**config.mk**
```make
export PLATFORM = sky130hd
export DESIGN_NAME = uart_rx_majority_sampler_flat
export DESIGN_NICKNAME = d
export VERILOG_FILES = /design/src/rtl/uart_pkg.sv /design/src/rtl/uart_rx_majority_sampler_if.sv /design/src/rtl/uart_rx_sync.sv /design/src/rtl/uart_rx_majority_sampler.sv /design/src/flat_wrapper.sv
export SDC_FILE = /design/constraint.sdc
export NUM_CORES = 1
export LEC_CHECK = 0
export ABC_AREA = 1
export BUFFER_PORTS_ARGS = -buffer_cell sky130_fd_sc_hd__buf_2
export CORE_MARGIN = 3
export CORE_UTILIZATION = 24
export CTS_CLUSTER_SIZE = 40
export DETAILED_ROUTE_END_ITERATION = 6
export SLEW_MARGIN = 15
export SYNTH_ARGS = -nofsm -noshare
export SYNTH_HDL_FRONTEND = slang
export SYNTH_SLANG_ARGS = --single-unit
```
**constraint.sdc**
```tcl
create_clock -name CLK -period 2.2 [get_ports CLK]
set_input_delay 0.22 -clock CLK [delete_from_list [all_inputs] [get_ports CLK]]
set_output_delay 0.22 -clock CLK [all_outputs]
set_load 0.05 [all_outputs]
```
**src/rtl/uart_pkg.sv**
```systemverilog
// Shared UART receive-path definitions.
// Holds the default Prescale/edge_cnt width, the legality check applied to the
// per-bit sample count, and the majority threshold helper used by the voter.
package uart_pkg;

  localparam int PRESC_W_DEF = 6;

  // Sample count must be odd so a vote can never tie; 7 caps the accumulator at 3 bits.
  function automatic bit num_samples_ok(input int n);
    return (n >= 1) && (n <= 7) && ((n % 2) == 1);
  endfunction

  // Number of ones that still loses the vote: more than this means the bit is 1.
  function automatic int majority_thresh(input int n);
    return (n - 1) / 2;
  endfunction

endpackage

```
**src/rtl/uart_rx_majority_sampler_if.sv**
```systemverilog
// Bundle between the RX edge/bit counter (master) and the majority sampler (slave).
//   Prescale      : clocks per bit
//   RX_IN         : raw serial line
//   data_samp_en  : sampling enable from the RX FSM
//   edge_cnt      : clock index within the current bit
//   sampled_bit   : voted bit value
//   sample_valid  : one-cycle strobe when sampled_bit updates
//   noise_err     : last vote was not unanimous
interface uart_rx_majority_sampler_if
  import uart_pkg::*;
#(
  parameter int PRESC_W = PRESC_W_DEF
);

  logic [PRESC_W-1:0] Prescale;
  logic               RX_IN;
  logic               data_samp_en;
  logic [PRESC_W-1:0] edge_cnt;
  logic               sampled_bit;
  logic               sample_valid;
  logic               noise_err;

  modport master (
    output Prescale, RX_IN, data_samp_en, edge_cnt,
    input  sampled_bit, sample_valid, noise_err
  );

  modport slave (
    input  Prescale, RX_IN, data_samp_en, edge_cnt,
    output sampled_bit, sample_valid, noise_err
  );

endinterface

```
**src/rtl/uart_rx_sync.sv**
```systemverilog
// Reset-to-1 synchronizer for the serial line; shared with the start-bit detector.
//   CLK, RST : clock and asynchronous active-low reset
//   i_d      : asynchronous input
//   o_q      : i_d delayed by STAGES clocks (STAGES = 0 passes i_d straight through)
module uart_rx_sync
  import uart_pkg::*;
#(
  parameter int STAGES = 2
) (
  input  logic CLK,
  input  logic RST,
  input  logic i_d,
  output logic o_q
);

  if (STAGES < 0 || STAGES > 3) begin : g_bad_stages
    $error("uart_rx_sync: STAGES must be in 0..3");
  end

  if (STAGES == 0) begin : g_bypass
    assign o_q = i_d;
  end else begin : g_flops
    // Flops reset to 1 so the line looks idle until real data has propagated.
    logic [STAGES-1:0] r_ff;

    always_ff @(posedge CLK or negedge RST) begin
      if (!RST) begin
        r_ff <= '1;
      end else begin
        r_ff[0] <= i_d;
        for (int i = 1; i < STAGES; i++) begin
          r_ff[i] <= r_ff[i-1];
        end
      end
    end

    assign o_q = r_ff[STAGES-1];
  end

endmodule

```
**src/rtl/uart_rx_majority_sampler.sv**
```systemverilog
// UART receive-bit sampler: takes NUM_SAMPLES readings of the synchronized line
// centred on the bit midpoint and decides the bit by majority vote.
//   CLK, RST : oversample clock, asynchronous active-low reset
//   bus      : slave side of uart_rx_majority_sampler_if (see interface header)
module uart_rx_majority_sampler
  import uart_pkg::*;
#(
  parameter int PRESC_W     = PRESC_W_DEF,
  parameter int NUM_SAMPLES = 3,
  parameter int SYNC_STAGES = 2
) (
  input  logic                             CLK,
  input  logic                             RST,
  uart_rx_majority_sampler_if.slave        bus
);

  if (!num_samples_ok(NUM_SAMPLES)) begin : g_bad_num_samples
    $error("uart_rx_majority_sampler: NUM_SAMPLES must be odd in 1..7");
  end

  localparam int K     = majority_thresh(NUM_SAMPLES);
  localparam int CNT_W = $clog2(NUM_SAMPLES + 1);
  localparam int W     = PRESC_W + 1;

  logic             w_rx_s;
  logic [W-1:0]     w_half;
  logic [W-1:0]     w_first;
  logic [W-1:0]     w_last;
  logic [W-1:0]     w_edge;
  logic             w_at_first;
  logic             w_in_win;
  logic             w_at_last;
  logic [CNT_W-1:0] w_ones_next;

  logic [CNT_W-1:0] r_ones;
  logic             r_bit;
  logic             r_valid;
  logic             r_noise;

  uart_rx_sync #(.STAGES(SYNC_STAGES)) u_sync (
    .CLK (CLK),
    .RST (RST),
    .i_d (bus.RX_IN),
    .o_q (w_rx_s)
  );

  // One extra bit of headroom so first+NUM_SAMPLES-1 cannot wrap; a window that
  // runs past Prescale-1 is simply never reached by edge_cnt, so no vote happens.
  assign w_half     = {1'b0, bus.Prescale} >> 1;
  assign w_first    = (w_half >= W'(K)) ? (w_half - W'(K)) : '0;
  assign w_last     = w_first + W'(NUM_SAMPLES - 1);
  assign w_edge     = {1'b0, bus.edge_cnt};
  assign w_at_first = bus.data_samp_en && (w_edge == w_first);
  assign w_in_win   = bus.data_samp_en && (w_edge > w_first) && (w_edge <= w_last);
  assign w_at_last  = bus.data_samp_en && (w_edge == w_last);

  // The first slot loads rather than adds, discarding anything an aborted bit left behind.
  always_comb begin
    w_ones_next = r_ones;
    if (!bus.data_samp_en) begin
      w_ones_next = '0;
    end else if (w_at_first) begin
      w_ones_next = CNT_W'(w_rx_s);
    end else if (w_in_win) begin
      w_ones_next = r_ones + CNT_W'(w_rx_s);
    end
  end

  always_ff @(posedge CLK or negedge RST) begin
    if (!RST) begin
      r_ones  <= '0;
      r_bit   <= 1'b1;
      r_valid <= 1'b0;
      r_noise <= 1'b0;
    end else begin
      r_ones  <= w_ones_next;
      r_valid <= w_at_last;
      if (w_at_last) begin
        r_bit   <= (w_ones_next > CNT_W'(K));
        r_noise <= (w_ones_next != '0) && (w_ones_next != CNT_W'(NUM_SAMPLES));
      end
    end
  end

  assign bus.sampled_bit  = r_bit;
  assign bus.sample_valid = r_valid;
  assign bus.noise_err    = r_noise;

endmodule
```
**src/flat_wrapper.sv**
```systemverilog
// flat-port wrapper written by rule: the top's interface ports become plain ports
module uart_rx_majority_sampler_flat import uart_pkg::*;
#(
  parameter int PRESC_W     = PRESC_W_DEF,
  parameter int NUM_SAMPLES = 3,
  parameter int SYNC_STAGES = 2
)
  (CLK, RST, bus_Prescale, bus_RX_IN, bus_data_samp_en, bus_edge_cnt, bus_sampled_bit, bus_sample_valid, bus_noise_err);
  uart_rx_majority_sampler_if #(.PRESC_W(PRESC_W)) bus_i ();
  input  logic CLK;
  input  logic RST;
  input wire logic [$bits(bus_i.Prescale)-1:0] bus_Prescale;
  input wire logic [$bits(bus_i.RX_IN)-1:0] bus_RX_IN;
  input wire logic [$bits(bus_i.data_samp_en)-1:0] bus_data_samp_en;
  input wire logic [$bits(bus_i.edge_cnt)-1:0] bus_edge_cnt;
  output wire logic [$bits(bus_i.sampled_bit)-1:0] bus_sampled_bit;
  output wire logic [$bits(bus_i.sample_valid)-1:0] bus_sample_valid;
  output wire logic [$bits(bus_i.noise_err)-1:0] bus_noise_err;
  assign bus_i.Prescale = bus_Prescale;
  assign bus_i.RX_IN = bus_RX_IN;
  assign bus_i.data_samp_en = bus_data_samp_en;
  assign bus_i.edge_cnt = bus_edge_cnt;
  assign bus_sampled_bit = bus_i.sampled_bit;
  assign bus_sample_valid = bus_i.sample_valid;
  assign bus_noise_err = bus_i.noise_err;
  uart_rx_majority_sampler #(.PRESC_W(PRESC_W), .NUM_SAMPLES(NUM_SAMPLES), .SYNC_STAGES(SYNC_STAGES)) u_core (.CLK(CLK), .RST(RST), .bus(bus_i));
endmodule
```
# Word level (Yosys, flattened, before mapping)
# Index checks and enable logic that the tools add are counted.
dict set report totals {
  ff_bits 7
  latch_bits 0
  ramBits 0
  romBits 0
  input_bits 16
  out_inout_bits 3
  elab_cells 25
  memories 0
}
dict set report op_classes {
  n_addsub 3
  n_mul 0
  div 0
  magnitude_cmp 4
  n_eq_ne 3
  n_shift 0
  n_mux 4
  n_bitwise 0
  n_reduce_logical 6
}
# op count
set op_table {}
lappend op_table {{$eq A6 B7 Y1} 2}
lappend op_table {{$add A7 B2 Y7 const B} 1}
lappend op_table {{$gt A6 B7 Y1} 1}
lappend op_table {{$le A6 B7 Y1} 1}
lappend op_table {{$mux W7} 1}
lappend op_table {{$mux W2} 3}
lappend op_table {{$sub A5 B1 Y6 const B} 1}
lappend op_table {{$ge A5 B1 Y1 const B} 1}
lappend op_table {{$logic_and A1 B1 Y1} 5}
lappend op_table {{$add A2 B1 Y2} 1}
lappend op_table {{$gt A2 B1 Y1 const B} 1}
lappend op_table {{$ne A2 B2 Y1 const B} 1}
lappend op_table {{$reduce_bool A2 Y1} 1}

# Depth between registers and ports, before layout
dict set report depth {
  word_depth 10
  ltp_mapped 23
  ltp_nobuf 23
}

# Cells and area by module
# Synthesis repeated with hierarchy kept, for this count alone.
dict set report hier_totals {
  hier_cells 112
  area_unflattened_um2 848.3
}
# mod n_inst cells_per_inst area_each_um2 seq_area_each_um2
set by_module_without_submodules {}
lappend by_module_without_submodules {uart_rx_majority_sampler 1 110 795.8 126.4}
lappend by_module_without_submodules {uart_rx_sync 1 2 52.6 52.6}

# Worst setup path before layout
# Ideal clock, no wire load.
dict set report synth_path {
  path_type {in2reg}
  startpoint {in bus_Prescale[2]}
  endpoint {reg u_core.r_bit (netlist: u_core.bus.sampled_bit)}
  setup_time_ps 60
  t_arrival_ps 2660
  required_ps 2140
  slack_ps -520
  path_stages 21
  n_path_buf 0
  cell_sequence {inv_1 > ha_1 > nor2_1 > nand3_2 > nand2_2 > inv_1 > ha_1 > nand3_1 > xnor2_1 > ha_1 > nand2_1 > nor4_1 > inv_1 > nand3_2 > a21boi_1 > nor2_1 > nor2_1 > ha_1 > nor2_2 > nand3_2 > nand2_1}
}
dict set report synth_between {
  elab_chain_len 9
  word_cells_on_any_way 16
  cone_classes {2 x add/sub; 4 x order compare; 2 x eq/ne; 4 x mux; 4 x reduce/logical}
}
# item line_no
set synth_rtl {}
lappend synth_rtl {{start, declared} flat_wrapper.sv:12} ;# input wire logic [$bits(bus_i.Prescale)-1:0] bus_Prescale;
lappend synth_rtl {{$sub A5 B1 Y6 / $ge A5 B1 Y1 (equally long branches)} uart_rx_majority_sampler.sv:50} ;# assign w_first = (w_half >= W'(K)) ? (w_half - W'(K)) : '0;
lappend synth_rtl {{$mux W7 (*)} uart_rx_majority_sampler.sv:50}
lappend synth_rtl {{$add A7 B2 Y7 / $gt A6 B7 Y1 (equally long branches)} {uart_rx_majority_sampler.sv:51, uart_rx_majority_sampler.sv:54}}
lappend synth_rtl {{$le A6 B7 Y1 / $logic_and A1 B1 Y1 (equally long branches)} uart_rx_majority_sampler.sv:54} ;# assign w_in_win = bus.data_samp_en && (w_edge > w_first) && (w_edge <= w_last);
lappend synth_rtl {{$logic_and A1 B1 Y1} uart_rx_majority_sampler.sv:54}
lappend synth_rtl {{$mux W2} uart_rx_majority_sampler.sv:64} ;# end else if (w_in_win) begin
lappend synth_rtl {{$mux W2 (*)} uart_rx_majority_sampler.sv:62} ;# end else if (w_at_first) begin
lappend synth_rtl {{$mux W2 (*)} uart_rx_majority_sampler.sv:60} ;# if (!bus.data_samp_en) begin
lappend synth_rtl {{via u_core.w_ones_next[0]} uart_rx_majority_sampler.sv:33} ;# logic [CNT_W-1:0] w_ones_next;
lappend synth_rtl {{$gt A2 B1 Y1 (*)} uart_rx_majority_sampler.sv:79} ;# r_bit <= (w_ones_next > CNT_W'(K));
lappend synth_rtl {{end signal, assigned} uart_rx_majority_sampler.sv:79}
lappend synth_rtl {{end, declared} uart_rx_majority_sampler.sv:36} ;# logic r_bit;
# Mark *: on every way through the listed nets, which the timed path passes. The rest lies on a longest branch.
# A chain may end at the register's enable or synchronous reset.

# Final worst setup path
dict set report layout_path {
  startpoint {in bus_Prescale[2]}
  endpoint {reg u_core.r_noise (netlist: u_core.bus.noise_err)}
}
dict set report layout_between {
  elab_chain_len 10
  word_cells_on_any_way 18
  cone_classes {2 x add/sub; 3 x order compare; 3 x eq/ne; 4 x mux; 6 x reduce/logical}
}
# item line_no
set layout_rtl {}
lappend layout_rtl {{$sub A5 B1 Y6 / $ge A5 B1 Y1 (equally long branches)} uart_rx_majority_sampler.sv:50}
lappend layout_rtl {{$mux W7 (*)} uart_rx_majority_sampler.sv:50}
lappend layout_rtl {{$add A7 B2 Y7 / $gt A6 B7 Y1 (equally long branches)} {uart_rx_majority_sampler.sv:51, uart_rx_majority_sampler.sv:54}}
lappend layout_rtl {{$le A6 B7 Y1 / $logic_and A1 B1 Y1 (equally long branches)} uart_rx_majority_sampler.sv:54}
lappend layout_rtl {{$logic_and A1 B1 Y1} uart_rx_majority_sampler.sv:54}
lappend layout_rtl {{$mux W2} uart_rx_majority_sampler.sv:64}
lappend layout_rtl {{$mux W2 (*)} uart_rx_majority_sampler.sv:62}
lappend layout_rtl {{$mux W2 (*)} uart_rx_majority_sampler.sv:60}
lappend layout_rtl {{via u_core.w_ones_next[0]} uart_rx_majority_sampler.sv:33}
lappend layout_rtl {{$ne A2 B2 Y1 / $reduce_bool A2 Y1 (equally long branches)} uart_rx_majority_sampler.sv:80} ;# r_noise <= (w_ones_next != '0) && (w_ones_next != CNT_W'(NUM_SAMPLES));
lappend layout_rtl {{$logic_and A1 B1 Y1 (*)} uart_rx_majority_sampler.sv:80}
lappend layout_rtl {{end signal, assigned} uart_rx_majority_sampler.sv:80}
lappend layout_rtl {{end, declared} uart_rx_majority_sampler.sv:38} ;# logic r_noise;
# Marks and branches as above.

==> flow_metrics.env <==
export IMPL_worstPathArrival_ns=2.72
export IMPL_cts_tree="built"
export IMPL_grt_usage=0.1095
export IMPL_fin_skew_ns=0.001057
export IMPL_post_dp_cell_area_sq_um=1261
export IMPL_pre_cts_slack_ns=-0.7785
export IMPL_setup_worst_path_class="primary input to flop"
export IMPL_wl_mm=2.451
export IMPL_die_y_um=67.31
export IMPL_hold_path_class="primary input to flop"
export IMPL_synth_warnings=0
export IMPL_power_density_nw_per_um2=400.6
export IMPL_crit_fanout=4
export IMPL_gp_congestion=0.8069
export IMPL_antenna_cells=0
export IMPL_synthCells=118
export IMPL_core_rowCount=21
export IMPL_cts_reportedPaths_clkPinSlew_ns=0.04
export IMPL_fin_crit_sh=1.165
export IMPL_io_pin_count=19
export IMPL_via_per_inst=4.301
export IMPL_worstSetupEndpoint="u_core.bus.noise_err$_DFFE_PN0P_"
export IMPL_violations="setup timing"
export IMPL_timing_rr_start="u_core.u_sync.g_flops.r_ff[1]$_DFF_PN1_"
export IMPL_fin_nets=204
export IMPL_first_pass_iters=4
export IMPL_cts_sinks=7
export IMPL_power_leakage_uw=0.0007851
export IMPL_synth_seq_cells=7
export IMPL_min_period_ns=2.563
export IMPL_grt_pass1_vias=965
export IMPL_fp_coreArea_sq_um=3468
export IMPL_synth_top_area_frac=0.2358
export IMPL_n_fill_cell=350
export IMPL_synth_nets=151
export IMPL_initial_core_util=0.2601
export IMPL_clk_latency_ns=0.22
export IMPL_outcome="complete, but fails checks"
export IMPL_finalSetupViolations=5
export IMPL_clock_path_buffers=2
export IMPL_stdcell_count=216
export IMPL_antenna_found_initial=0
export IMPL_area_sequential_sq_um=178.9
export IMPL_worstPathRequired_ns=2.35
export IMPL_syn_area_sq_um=902.1
export IMPL_synthTopCellsByArea="ha_1, dfrtp_1, dfstp_2"
export IMPL_multiInputGateArea_sq_um=847.1
export IMPL_synth_distinct_cells=24
export IMPL_rrSetupSlack_ns=0.62
export IMPL_die_w_um=67.31
export IMPL_layout_drive_gt1_share=0.6471
export IMPL_ctsHtreeMaxLevel=1
export IMPL_dp_hpwl_mm=1.782
export IMPL_r2r_end="u_core.bus.noise_err$_DFFE_PN0P_"
export IMPL_reg2regPathDepth=7
export IMPL_portBuffers=17
export IMPL_ant_nets=0
export IMPL_final_area_sq_um=1575
export IMPL_rsz0062_at_grt="true"
export IMPL_dr_first_iter_drc_count=22
export IMPL_ir_worst_vdd_mv=0.3469
export IMPL_seq_area_frac_synth=0.1983
export IMPL_numCtsBuffers=3
export IMPL_synth_area_per_cell_sq_um=7.645
export IMPL_layout_setup_ws_ns=-0.3632
export IMPL_hold_viol_final=0
export IMPL_drc_errors=0
export IMPL_overflow=0
export IMPL_dieArea_sq_um=4531
export IMPL_maxSlewViolCount=0
export IMPL_grt_pass1_wl_mm=3.815
export IMPL_max_freq_ghz=0.3901
export IMPL_route_detailed_wl_per_inst_um=11.35
export IMPL_vias=929
export IMPL_drv_cap=0
export IMPL_p_total_uw=631.1
export IMPL_slew_headroom=0.8396
export IMPL_dp_cells=201
export IMPL_yosysTopAreaCell="ha_1"
export IMPL_worst_setup_path_start_kind="primary input"
export IMPL_worstMarginPinSlew_ns=0.2388
export IMPL_grt_max_degree=8
export IMPL_areaGrowthSynthToFinish_pct=74.62
export IMPL_clock_root_buffer="clkbuf_8"
export IMPL_worst_setup_path_end_kind="flop"
export IMPL_cp_startpoint="bus_Prescale[2]"
[kinds of logic (layout without fill, tap and decap cells)]
logic type	count (synthesis)	in the layout	synth area share
buf+inv	22	74	0.09154
xor+xnor	5	5	0.04855
compound gates	12	12	0.09987
flops	7	7	0.1983
simple gates	55	55	0.3259
fa+ha+maj	17	17	0.2358
[area by class of cell]
type,instances,share of cell area
timing repair buffer,48,0.2216
clock buffer,4,0.02859
multi-input combinational,89,0.5377
sequential,7,0.1136
inverter,22,0.06195
tap,46,0.03654
[synthesized netlist by cell type (all sizes together)]
cell,instances
nor4,1
ha,17
xor2,3
xnor2,2
inv,22
dfstp,3
nand3,11
nand2,27
nor2,15
o21ai,4
dfrtp,4
nor3b,1
a21boi,2
o21bai,1
a21oi,5
[stage by stage]
stage	hold slack (ns)	setup TNS, ns	util
after CTS	0.08460	-1.051	0.4199
after global placement	0.05350	-2.463	0.3636
after floorplan	-0.07559	-0.9955	-
after detailed placement	0.06024	-2.706	0.3636
after global routing	0.09420	-1.739	0.4542
final	0.09403	-1.077	0.4542
[worst max-delay path: stages]
cell	delay (ns)
buf_12	0.09
inv_12	0.03
ha_4	0.16
nor2_4	0.12
nand3_4	0.10
nand2_1	0.13
nor2_4	0.06
buf_4	0.14
xnor2_1	0.12
ha_1	0.32
inv_2	0.05
nor4_4	0.30
inv_2	0.07
nand3_4	0.11
nand3_2	0.06
nand2_1	0.06
nor2_1	0.04
nor2_1	0.14
ha_1	0.26
o21ai_2	0.11
[flip-flops by register name, indices dropped and copies added (netlist names)]
| signal | flops |
|---|---|
| u_core.bus.sampled_bit | 1 |
| u_core.u_sync.g_flops.r_ff | 2 |
| u_core.bus.noise_err | 1 |
| u_core.r_ones | 2 |
| u_core.bus.sample_valid | 1 |
[per-layer routing]
| layer | vias up | GRT usage | wire [um] |
|---|---|---|---|
| met3 | 2 | 0.009983 | 97 |
| met4 | 0 | 0.03797 | 17 |
| met2 | 21 | 0.2282 | 1430 |
| li1 | 478 | - | - |
| met1 | 428 | 0.1095 | 906 |
| met5 | - | 0 | 0 |
[power breakdown]
| part | switching (uW) | internal, uW |
|---|---|---|
| sequential | 2.63 | 136 |
| clock | 51.9 | 125 |
| combinational | 169 | 146 |
[cells in the final DEF (no fill, tap or decap), drive strengths merged, types with 3 or more instances in the layout]
cell / count
dfstp: 3
ha: 17
buf: 47
dfrtp: 4
clkbuf: 4
nor2: 15
nand2: 27
nand3: 11
inv: 22
xor2: 3
o21ai: 4
a21oi: 5
[timing repair]
action | 4_1_cts | 5_1_grt
pin swaps | 17 | 23
hold endpoints to repair | 4 | 0
hold buffers | 1 | 0
buffers inserted | 9 | 4
endpoints found under the setup margin | 5 | 5
resized for setup | 21 | 25
[worst min path at each step]
stage	depth (start not counted)	from	end	slack (ns)
floorplan	0	RST	u_core.bus.noise_err$_DFFE_PN0P_	-0.08
global placement	1	RST	u_core.r_ones[1]$_DFF_PN0_	0.05
detailed placement	1	RST	u_core.r_ones[1]$_DFF_PN0_	0.06
CTS	1	bus_RX_IN	u_core.u_sync.g_flops.r_ff[0]$_DFF_PN1_	0.08
global route	1	bus_RX_IN	u_core.u_sync.g_flops.r_ff[0]$_DFF_PN1_	0.09
finish	1	bus_RX_IN	u_core.u_sync.g_flops.r_ff[0]$_DFF_PN1_	0.09
(Power assumes the default switching activity.)
